**src/rtl/twofish_subkey_sched.sv**
```systemverilog
// Twofish 128-bit key schedule: one subkey pair per cycle into a 40 x 32-bit table.
// Optional KS_ZEROIZE_EN builds the clr zeroize path. key[127:120] is key byte m0.
module twofish_subkey_sched #(
    parameter int NPAIR = 20,
    parameter int AW    = 6
) (
    input  logic          clk,
    input  logic          rst_n,
    input  logic          start,
    input  logic [127:0]  key,
    output logic          busy,
    output logic          keys_valid,
    input  logic [AW-1:0] rd_addr,
    output logic [31:0]   rd_data,
    input  logic          clr
);
    localparam int DEPTH = 2 * NPAIR;

    // nibble n of each q-table lives at bits [4n+3:4n]
    localparam logic [63:0] Q0T0 = 64'h4ACE95B023F6D718;
    localparam logic [63:0] Q0T1 = 64'hD9076A4F53218BCE;
    localparam logic [63:0] Q0T2 = 64'h17423F8C09D6E5AB;
    localparam logic [63:0] Q0T3 = 64'hAC5803B9E6214F7D;
    localparam logic [63:0] Q1T0 = 64'h5CA04913E67FDB82;
    localparam logic [63:0] Q1T1 = 64'h809F5AD673C4B2E1;
    localparam logic [63:0] Q1T2 = 64'hF3B28DE0A96157C4;
    localparam logic [63:0] Q1T3 = 64'hA802F746ED3C159B;

    typedef enum logic [1:0] {S_IDLE, S_GEN, S_DONE} state_t;

    function automatic logic [3:0] nib(input logic [63:0] t, input logic [3:0] n);
        return t[{n, 2'b00} +: 4];
    endfunction

    function automatic logic [7:0] qperm(input logic s, input logic [7:0] x);
        logic [3:0] a, b, c, d;
        a = x[7:4];
        b = x[3:0];
        c = a ^ b;
        d = a ^ {b[0], b[3:1]} ^ {a[0], 3'b000};
        a = nib(s ? Q1T0 : Q0T0, c);
        b = nib(s ? Q1T1 : Q0T1, d);
        c = a ^ b;
        d = a ^ {b[0], b[3:1]} ^ {a[0], 3'b000};
        a = nib(s ? Q1T2 : Q0T2, c);
        b = nib(s ? Q1T3 : Q0T3, d);
        return {b, a};
    endfunction

    // GF(2^8) multiply modulo x^8+x^6+x^5+x^3+1
    function automatic logic [7:0] gmul(input logic [7:0] a, input logic [7:0] c);
        logic [7:0] p, x;
        p = '0;
        x = a;
        for (int i = 0; i < 8; i++) begin
            if (c[i]) p = p ^ x;
            x = {x[6:0], 1'b0} ^ (x[7] ? 8'h69 : 8'h00);
        end
        return p;
    endfunction

    function automatic logic [31:0] hfn(input logic [7:0] x,
                                        input logic [31:0] l0,
                                        input logic [31:0] l1);
        logic [7:0] y0, y1, y2, y3, z0, z1, z2, z3;
        y0 = qperm(1'b1, qperm(1'b0, qperm(1'b0, x) ^ l1[7:0])   ^ l0[7:0]);
        y1 = qperm(1'b0, qperm(1'b0, qperm(1'b1, x) ^ l1[15:8])  ^ l0[15:8]);
        y2 = qperm(1'b1, qperm(1'b1, qperm(1'b0, x) ^ l1[23:16]) ^ l0[23:16]);
        y3 = qperm(1'b0, qperm(1'b1, qperm(1'b1, x) ^ l1[31:24]) ^ l0[31:24]);
        z0 = y0 ^ gmul(y1, 8'hEF) ^ gmul(y2, 8'h5B) ^ gmul(y3, 8'h5B);
        z1 = gmul(y0, 8'h5B) ^ gmul(y1, 8'hEF) ^ gmul(y2, 8'hEF) ^ y3;
        z2 = gmul(y0, 8'hEF) ^ gmul(y1, 8'h5B) ^ y2 ^ gmul(y3, 8'hEF);
        z3 = gmul(y0, 8'hEF) ^ y1 ^ gmul(y2, 8'hEF) ^ gmul(y3, 8'h5B);
        return {z3, z2, z1, z0};
    endfunction

    function automatic logic [31:0] bswap(input logic [31:0] w);
        return {w[7:0], w[15:8], w[23:16], w[31:24]};
    endfunction

    state_t      r_state;
    logic [4:0]  r_idx;
    logic        r_busy;
    logic        r_valid;
    logic [127:0] r_key;
    logic [31:0] r_rd_data;
    logic [31:0] r_tab [DEPTH];

    logic [31:0] w_m0, w_m1, w_m2, w_m3;
    logic [31:0] w_a, w_hb, w_b, w_s, w_k0, w_k1;

    assign w_m0 = bswap(r_key[127:96]);
    assign w_m1 = bswap(r_key[95:64]);
    assign w_m2 = bswap(r_key[63:32]);
    assign w_m3 = bswap(r_key[31:0]);

    assign w_a  = hfn({2'b00, r_idx, 1'b0}, w_m0, w_m2);
    assign w_hb = hfn({2'b00, r_idx, 1'b1}, w_m1, w_m3);
    assign w_b  = {w_hb[23:0], w_hb[31:24]};
    assign w_k0 = w_a + w_b;
    assign w_s  = w_a + {w_b[30:0], 1'b0};
    assign w_k1 = {w_s[22:0], w_s[31:23]};

`ifndef KS_ZEROIZE_EN
    logic w_unused_clr;
    assign w_unused_clr = clr;
`endif

    always_ff @(posedge clk or negedge rst_n) begin
        if (!rst_n) begin
            r_state   <= S_IDLE;
            r_idx     <= '0;
            r_busy    <= 1'b0;
            r_valid   <= 1'b0;
            r_key     <= '0;
            r_rd_data <= '0;
            for (int j = 0; j < DEPTH; j++) r_tab[j] <= '0;
        end else begin
            r_rd_data <= (rd_addr < AW'(DEPTH)) ? r_tab[rd_addr] : '0;
`ifdef KS_ZEROIZE_EN
            if (clr) begin
                r_state <= S_IDLE;
                r_idx   <= '0;
                r_busy  <= 1'b0;
                r_valid <= 1'b0;
                r_key   <= '0;
                for (int j = 0; j < DEPTH; j++) r_tab[j] <= '0;
            end else
`endif
            case (r_state)
                S_IDLE, S_DONE: begin
                    if (start) begin
                        r_key   <= key;
                        r_idx   <= '0;
                        r_busy  <= 1'b1;
                        r_valid <= 1'b0;
                        r_state <= S_GEN;
                    end
                end
                S_GEN: begin
                    r_tab[{r_idx, 1'b0}] <= w_k0;
                    r_tab[{r_idx, 1'b1}] <= w_k1;
                    if (r_idx == 5'(NPAIR - 1)) begin
                        r_busy  <= 1'b0;
                        r_valid <= 1'b1;
                        r_state <= S_DONE;
                    end else begin
                        r_idx <= r_idx + 5'd1;
                    end
                end
                default: r_state <= S_IDLE;
            endcase
        end
    end

    assign busy       = r_busy;
    assign keys_valid = r_valid;
    assign rd_data    = r_rd_data;

endmodule
```
**config.mk**
```make
export PLATFORM = sky130hd
export DESIGN_NAME = twofish_subkey_sched
export DESIGN_NICKNAME = d
export VERILOG_FILES = /design/src/rtl/twofish_subkey_sched.sv
export SDC_FILE = /design/constraint.sdc
export NUM_CORES = 2
export LEC_CHECK = 0
export ABC_AREA = 0
export CAP_MARGIN = 30
export CELL_PAD_IN_SITES_DETAIL_PLACEMENT = 1
export CELL_PAD_IN_SITES_GLOBAL_PLACEMENT = 1
export CORE_MARGIN = 5
export CORE_UTILIZATION = 35
export DETAILED_ROUTE_END_ITERATION = 16
export GPL_TIMING_DRIVEN = 1
export PLACE_DENSITY = 0.59
export RECOVER_POWER = 50
export SLEW_MARGIN = 20
export SYNTH_ARGS = -nofsm -noshare
export SYNTH_HDL_FRONTEND = slang
export SYNTH_SLANG_ARGS = --single-unit
```
**constraint.sdc**
```tcl
create_clock -name clk -period 37 [get_ports clk]
set_input_delay 3.7 -clock clk [delete_from_list [all_inputs] [get_ports clk]]
set_output_delay 3.7 -clock clk [all_outputs]
set_load 0.02 [all_outputs]
```
# After elaboration in Yosys (flattened, before gate mapping)
# Cells that the tools add are included.
# Widths: inputs -> output; s select.
[word_totals] register_bits=1449 in_bits=138 word_cells=513
[classes] add_sub_neg=3 magnitude_cmp=6 n_mux=78 shifts=80 n_bitwise=285 n_eq_ne=6 n_reduce_logical=9
[op_table] cell="$shiftx 64x7->4 const A" count=80
[op_table] cell="$bwmux 1280" count=2
[op_table] cell="$xor 8x8->8" count=117
[op_table] cell="$xor 4x4->4" count=109
[op_table] cell="$xor 8x7->8" count=51
[op_table] cell="$mux 7" count=56
[op_table] cell="$demux 32 s6" count=2
[op_table] cell="$bmux 32 s6" count=1
[op_table] cell="$mux 32" count=5
[op_table] cell="$add 32x32->32" count=2
[op_table] cell="$ge 7x7->1 const B" count=3
[op_table] cell="$not 6->7" count=3
[op_table] cell="$lt 7x1->1 const B" count=2
[op_table] cell="$xor 2x4->4" count=3
[op_table] cell="$mux 5" count=2
[op_table] cell="$pmux 5 s2" count=1
[op_table] cell="$lt 6x6->1 const B" count=1
[op_table] cell="$ne 2x2->1 const B" count=3
[op_table] cell="$reduce_and 3->1" count=2
[op_table] cell="$add 5x1->5 const B" count=1
[op_table] cell="$eq 5x5->1 const B" count=1
[op_table] cell="$mux 1" count=4
[op_table] cell="$mux 2" count=2
[op_table] cell="$pmux 1 s2" count=2
[op_table] cell="10 further kinds" count=12

# Depth between registers and ports, before layout
[logic_depth] depth_word=41 mapped_depth=67

# Least setup slack after synthesis
# No wires, ideal clock.
[synth_path] path_kind="flip-flop to flip-flop" start="register r_idx[0]" end="register r_tab[316] (netlist name)" path_stages_with_launch=62 setup_ps=133 n_path_buf=6 arrival_time_ps=13108 t_required_ps=36867 path_slack_ps=23759 path_cell_list="dfrtp_1 > buf_2 > buf_2 > xnor2_1 > inv_1 > ha_1 > and2_1 > nor3_1 > nor2_1 > xnor3_1 > a32o_1 > or3_1 > a211oi_2 > nor2_1 > ha_1 > a21oi_1 > a22o_1 > or3_1 > (+26 left out) > xnor2_1 > xnor2_1 > ha_1 > a21oi_1 > nor2_1 > nor2_1 > nand2_1 > mux2i_1 > a211oi_1 > a2111oi_1 > nor3_1 > a31o_2 > a31o_2 > a31oi_1 > a2bb2oi_1 > mux2i_1 > clkbuf_1 > o21ai_0"
[synth_between] elab_chain_cells=38 word_cells_on_any_way=434 cone_classes="2 x add/sub; 4 x order compare; 80 x shift; 62 x mux; 284 x bitwise; 2 x reduce/logical"
[synth_rtl] element="start, declared" line_no="82" source="logic [4:0] r_idx;"
[synth_rtl] element="start signal, assigned" line_no="148" source="r_idx <= r_idx + 5'd1;"
[synth_rtl] element="$xor 2x3->3 / $xor 2x4->4 (equally long branches)" line_no="40" source="d = a ^ {b[0], b[3:1]} ^ {a[0], 3'b000};"
[synth_rtl] element="$xor 3x4->4 / $xor 4x4->4 (equally long branches)" line_no="40"
[synth_rtl] element="$shiftx 64x7->4" line_no="32" source="return t[{n, 2'b00} +: 4];"
[synth_rtl] element="$xor 4x4->4 (2 in series)" line_no="44" source="d = a ^ {b[0], b[3:1]} ^ {a[0], 3'b000};"
[synth_rtl] element="$shiftx 64x7->4" line_no="32"
[synth_rtl] element="$xor 8x8->8, on equally long branches" line_no="67, 66"
[synth_rtl] element="$xor 4x4->4 (2 in series)" line_no="40"
[synth_rtl] element="$shiftx 64x7->4" line_no="32"
[synth_rtl] element="(+17 left out)"
[synth_rtl] element="$xor 8x7->8 (2 in series)" line_no="57" source="x = {x[6:0], 1'b0} ^ (x[7] ? 8'h69 : 8'h00);"
[synth_rtl] element="$mux 7, on equally long branches"
[synth_rtl] element="$xor 8x7->8, on equally long branches"
[synth_rtl] element="$xor 8x8->8" line_no="56" source="if (c[i]) p = p ^ x;"
[synth_rtl] element="$xor 8x8->8, on equally long branches (3 in series)"
[synth_rtl] element="$add 32x32->32" line_no="100" source="assign w_k0 = w_a + w_b;"
[synth_rtl] element="$bwmux 1280" line_no="141" source="r_tab[{r_idx, 1'b0}] <= w_k0;"
[synth_rtl] element="$bwmux 1280 (*)" line_no="142" source="r_tab[{r_idx, 1'b1}] <= w_k1;"
[synth_rtl] element="end signal, assigned by index" line_no="141"
[synth_rtl] element="end signal, assigned by index" line_no="142"
[synth_rtl] element="end, declared" line_no="87" source="logic [31:0] r_tab [DEPTH];"
# Mark *: on every way between the ends. The rest lies on a longest branch, timed or not.
# A chain may end at the register's enable or synchronous reset.

==> metrics.md <==
| Metric | Value |
|---|---|
| Aggregate global-route resource usage | `0.217` |
| Setup slack on the worst flop-to-flop path | `19.57 ns` |
| IO buf count | `170` |
| Number of design rule violations left after detail routing | `0` |
| Depth of the CTS H-tree | `4` |
| Largest net degree at the start of global routing | `182` |
| CP Launch Type | `input port` |
| Sequential area share after synthesis | `0.394` |
| Layout cell share with drive strength beyond 1 | `0.150` |
| Count of antenna-violating nets left after detailed routing | `0` |
| Violations in the final reports | `capacitance limit, slew limit` |
| Number of antenna violations at the first check in global routing | `15` |
| Global-route wire length before repair | `461,000 um` |
| Design area | `103,000 um2` |
| Slew HR | `-4.22` |
| Number of clock sinks | `1,449` |
| TritonCTS clock tree | `yes` |
| Fin Setup TNS | `0 ns` |
| Routed wire length per instance | `23.4 um` |
| Area share of the leading cell type in the synthesized netlist | `0.394` |
| Num CTS Buffers | `169` |
| Via count of the routed design | `70,000` |
| RSZ-0062 raised after global routing | `no` |
| Crit Path Category | `input port to asynchronous set/reset pin` |
| Top cell by count, worst path | `clkbuf_1` |
| Final number of max-transition violations | `1,788` |
| Most used standard cell by instance count after synthesis | `nand2_1` |
| Worst hold-check slack | `0.474 ns` |
| Post-CTS clock slew at the launch and capture registers of the worst setup and hold paths | `roughly 0.060 ns` |
| Max Cap Viol | `30` |
| Cell Area, Placed | `97,600 um2` |
| Total placed cells including tap cells | `12,400` |
| Combined area of all synthesized cells | `92,000 um2` |
| Status | `finished with violations` |
| Total of flip-flops plus latches after synthesis | `approximately 1,400` |
| CTS resizes | `0` |
| Startpoint of the worst register-to-register path | `r_idx[0]` |
| Die footprint | `273,000 um2` |
| Setup Viol. Count Final | `0` |
| Post-Layout Cell Count | `12,800` |
| Cell accounting for the most synthesized area | `dfrtp_1` |
| EDFF count, synth | `0` |
| Number of post-CTS setup repair buffers | `0` |
| Ratio of final minimum period to clock period | `0.555` |
| Net count after synthesis | `9,638` |
| Critical path data required time | `roughly 37 ns` |
| Grt ovf | `0` |
| End of the worst register-to-register path | `r_tab[318]` |
| Post-Syn Instances | `9,187` |
| Hold buffer count at cts | `0` |
| Final Hold Vio Count | `0` |
| Highest attainable clock frequency | `48.7 MHz` |
| Drt total wl | `299,000 um` |
| Launch point of the worst hold path | `r_tab[1175]` |
| Number of nets in the layout | `9,564` |
| Post-synthesis to final-layout area growth | `12.4%` |
| Worst-margin pin slew | `just under 8 ns` |
| Dominant register cell in the synthesized netlist | `dfrtp_1` |
| YS warnings | `0` |
| Overall die width | `about 520 um` |
| FFs w/ async S/R, synth | `1.00` |
| Number of global-route vias before repair | `74,500` |
| Last weighted congestion value of the routability-driven placer | `0.848` |
| Starting density of the core | `0.351` |
| CP endpoint kind | `asynchronous set/reset pin` |
| Commonest cells in the synthesized netlist | `nand2_1 (2,038), dfrtp_1 (1,449), o21ai_0 (908)` |
| Hold path endpoint | `r_tab[1175]` |
| Worst-path cell with the longest stage delay | `clkbuf_1` |
| Insertion delay to the later sink of the worst-skew pair | `0.84 ns` |
| Synth cell types | `around 130` |
| Layout Skew | `between 0.05 and 0.06 ns` |
| Hold/Removal Path Class | `flip-flop to flip-flop` |
| IO Pins | `approximately 170` |
| Via density per instance | `approximately 5.5` |
| First-pass detailed-route iteration total | `5` |
| Area of the core region | `262,000 um2` |
| Number of rows created at floorplan | `188` |
| Crit path cell chain | `clkbuf_1 > clkbuf_1 > clkbuf_1 > clkbuf_1 > clkbuf_1 > clkbuf_1 > clkbuf_1 > clkbuf_1` |
| Arrival time of data at the critical path endpoint | `20.91 ns` |
| Top cells by area, synth | `dfrtp_1 (39%), mux4_2 (10%), nand2_1 (8.3%), o21ai_0 (4.9%), xnor2_1 (4.4%)` |
| Min Tclk post-route | `approximately 20 ns` |
| Detail Placement HPWL | `199,000 um` |
| Avg Synthesized Cell Area | `10.0 um2` |
| Cell count of the worst reg-to-reg path | `52` |
| Largest driver fanout on the critical path | `roughly 140` |
| CP max stage delay | `5.34 ns` |
| Vertical die dimension | `523 um` |
| Iteration-0 DRC count of the detailed router | `~3,900` |
| Buffer cell driving the clock tree root | `clkbuf_16` |
| Cell depth of the worst min-delay path | `2` |
| Deepest clock path buffer count | `3` |
[metal layers]
metal,GRT usage,share of wire
met1,0.292,0.45
met2,0.374,0.49
met3,0.0248,0.036
met4,0.0537,0.026
met5,0,0.000090
[worst max path at each step]
| stage | startpoint | to | slack, ns | cells after the start |
|---|---|---|---|---|
| floorplan | r_idx[0] | r_tab[316] | 23.76 | 61 |
| global placement | r_idx[0] | r_tab[510] | 20.13 | 52 |
| detailed placement | r_idx[0] | r_tab[510] | 19.67 | 52 |
| CTS | r_idx[0] | r_tab[318] | 19.57 | 52 |
| global route | rst_n | r_tab[633] | 12.83 | 8 |
| finish | rst_n | r_tab[1198] | 16.47 | 8 |
[per-stage QoR]
stage	setup WS [ns]	utilization
floorplan	23.76	-
global placement	20.13	0.372
detailed placement	19.67	0.372
CTS	19.57	0.395
global route	12.83	0.395
finish	16.47	0.395
[cell type report]
class	instances	area, um2
sequential	1449	36300
antenna	5	12.5
fill	29200	159000
clock inverter	64	916
multi-input combinational	6914	53100
timing repair buffer	343	2940
clock buffer	247	4910
tap	3515	4400
inverter	236	887
[cell usage in the layout, fill, tap and decap left out, types with 51 or more instances in the layout]
| cell | instances |
|---|---|
| nand2_1 | 2023 |
| nand3_1 | 107 |
| nand2b_1 | 57 |
| and2_1 | 56 |
| a21oi_1 | 214 |
| dfrtp_1 | 1448 |
| nor2_1 | 208 |
| xor2_1 | 211 |
| o21ai_1 | 164 |
| inv_1 | 215 |
| nor3_1 | 110 |
| clkbuf_16 | 170 |
| a211oi_1 | 60 |
| mux4_2 | 419 |
| xnor3_1 | 81 |
| a21o_1 | 55 |
| clkdlybuf4s50_1 | 129 |
| mux2_2 | 273 |
| buf_4 | 117 |
| ha_1 | 311 |
| and3_1 | 51 |
| mux2i_1 | 165 |
| o211ai_1 | 55 |
| xnor2_1 | 444 |
| clkbuf_1 | 77 |
| o21ai_0 | 908 |
[sequential cells by signal, summed over array words and instances, names as in the netlist]
| name | count |
|---|---|
| keys_valid | 1 |
| rd_data | 32 |
| r_key | 128 |
| busy | 1 |
| r_idx | 5 |
| r_state | 2 |
| r_tab | 1280 |
[logic make-up (layout without fill, tap and decap cells)]
family / Yosys count / in the layout / synth area share
other cells: 0 / 5 / 0
mux: 866 / 866 / 0.155
buf+inv: 824 / 890 / 0.0351
flops: 1449 / 1449 / 0.394
simple gates: 2918 / 2918 / 0.137
compound gates: 1975 / 1975 / 0.135
xor+xnor: 838 / 838 / 0.101
fa+ha+maj: 317 / 317 / 0.0432
[worst max-delay path: cells and delay by family]
kind | cells | cell delay, ns
buffers and inverters | 8 | 16.93
Power is left out: the tool's default activity adds up to more than one toggle a clock period on the data nets, which glitch-free logic cannot reach.
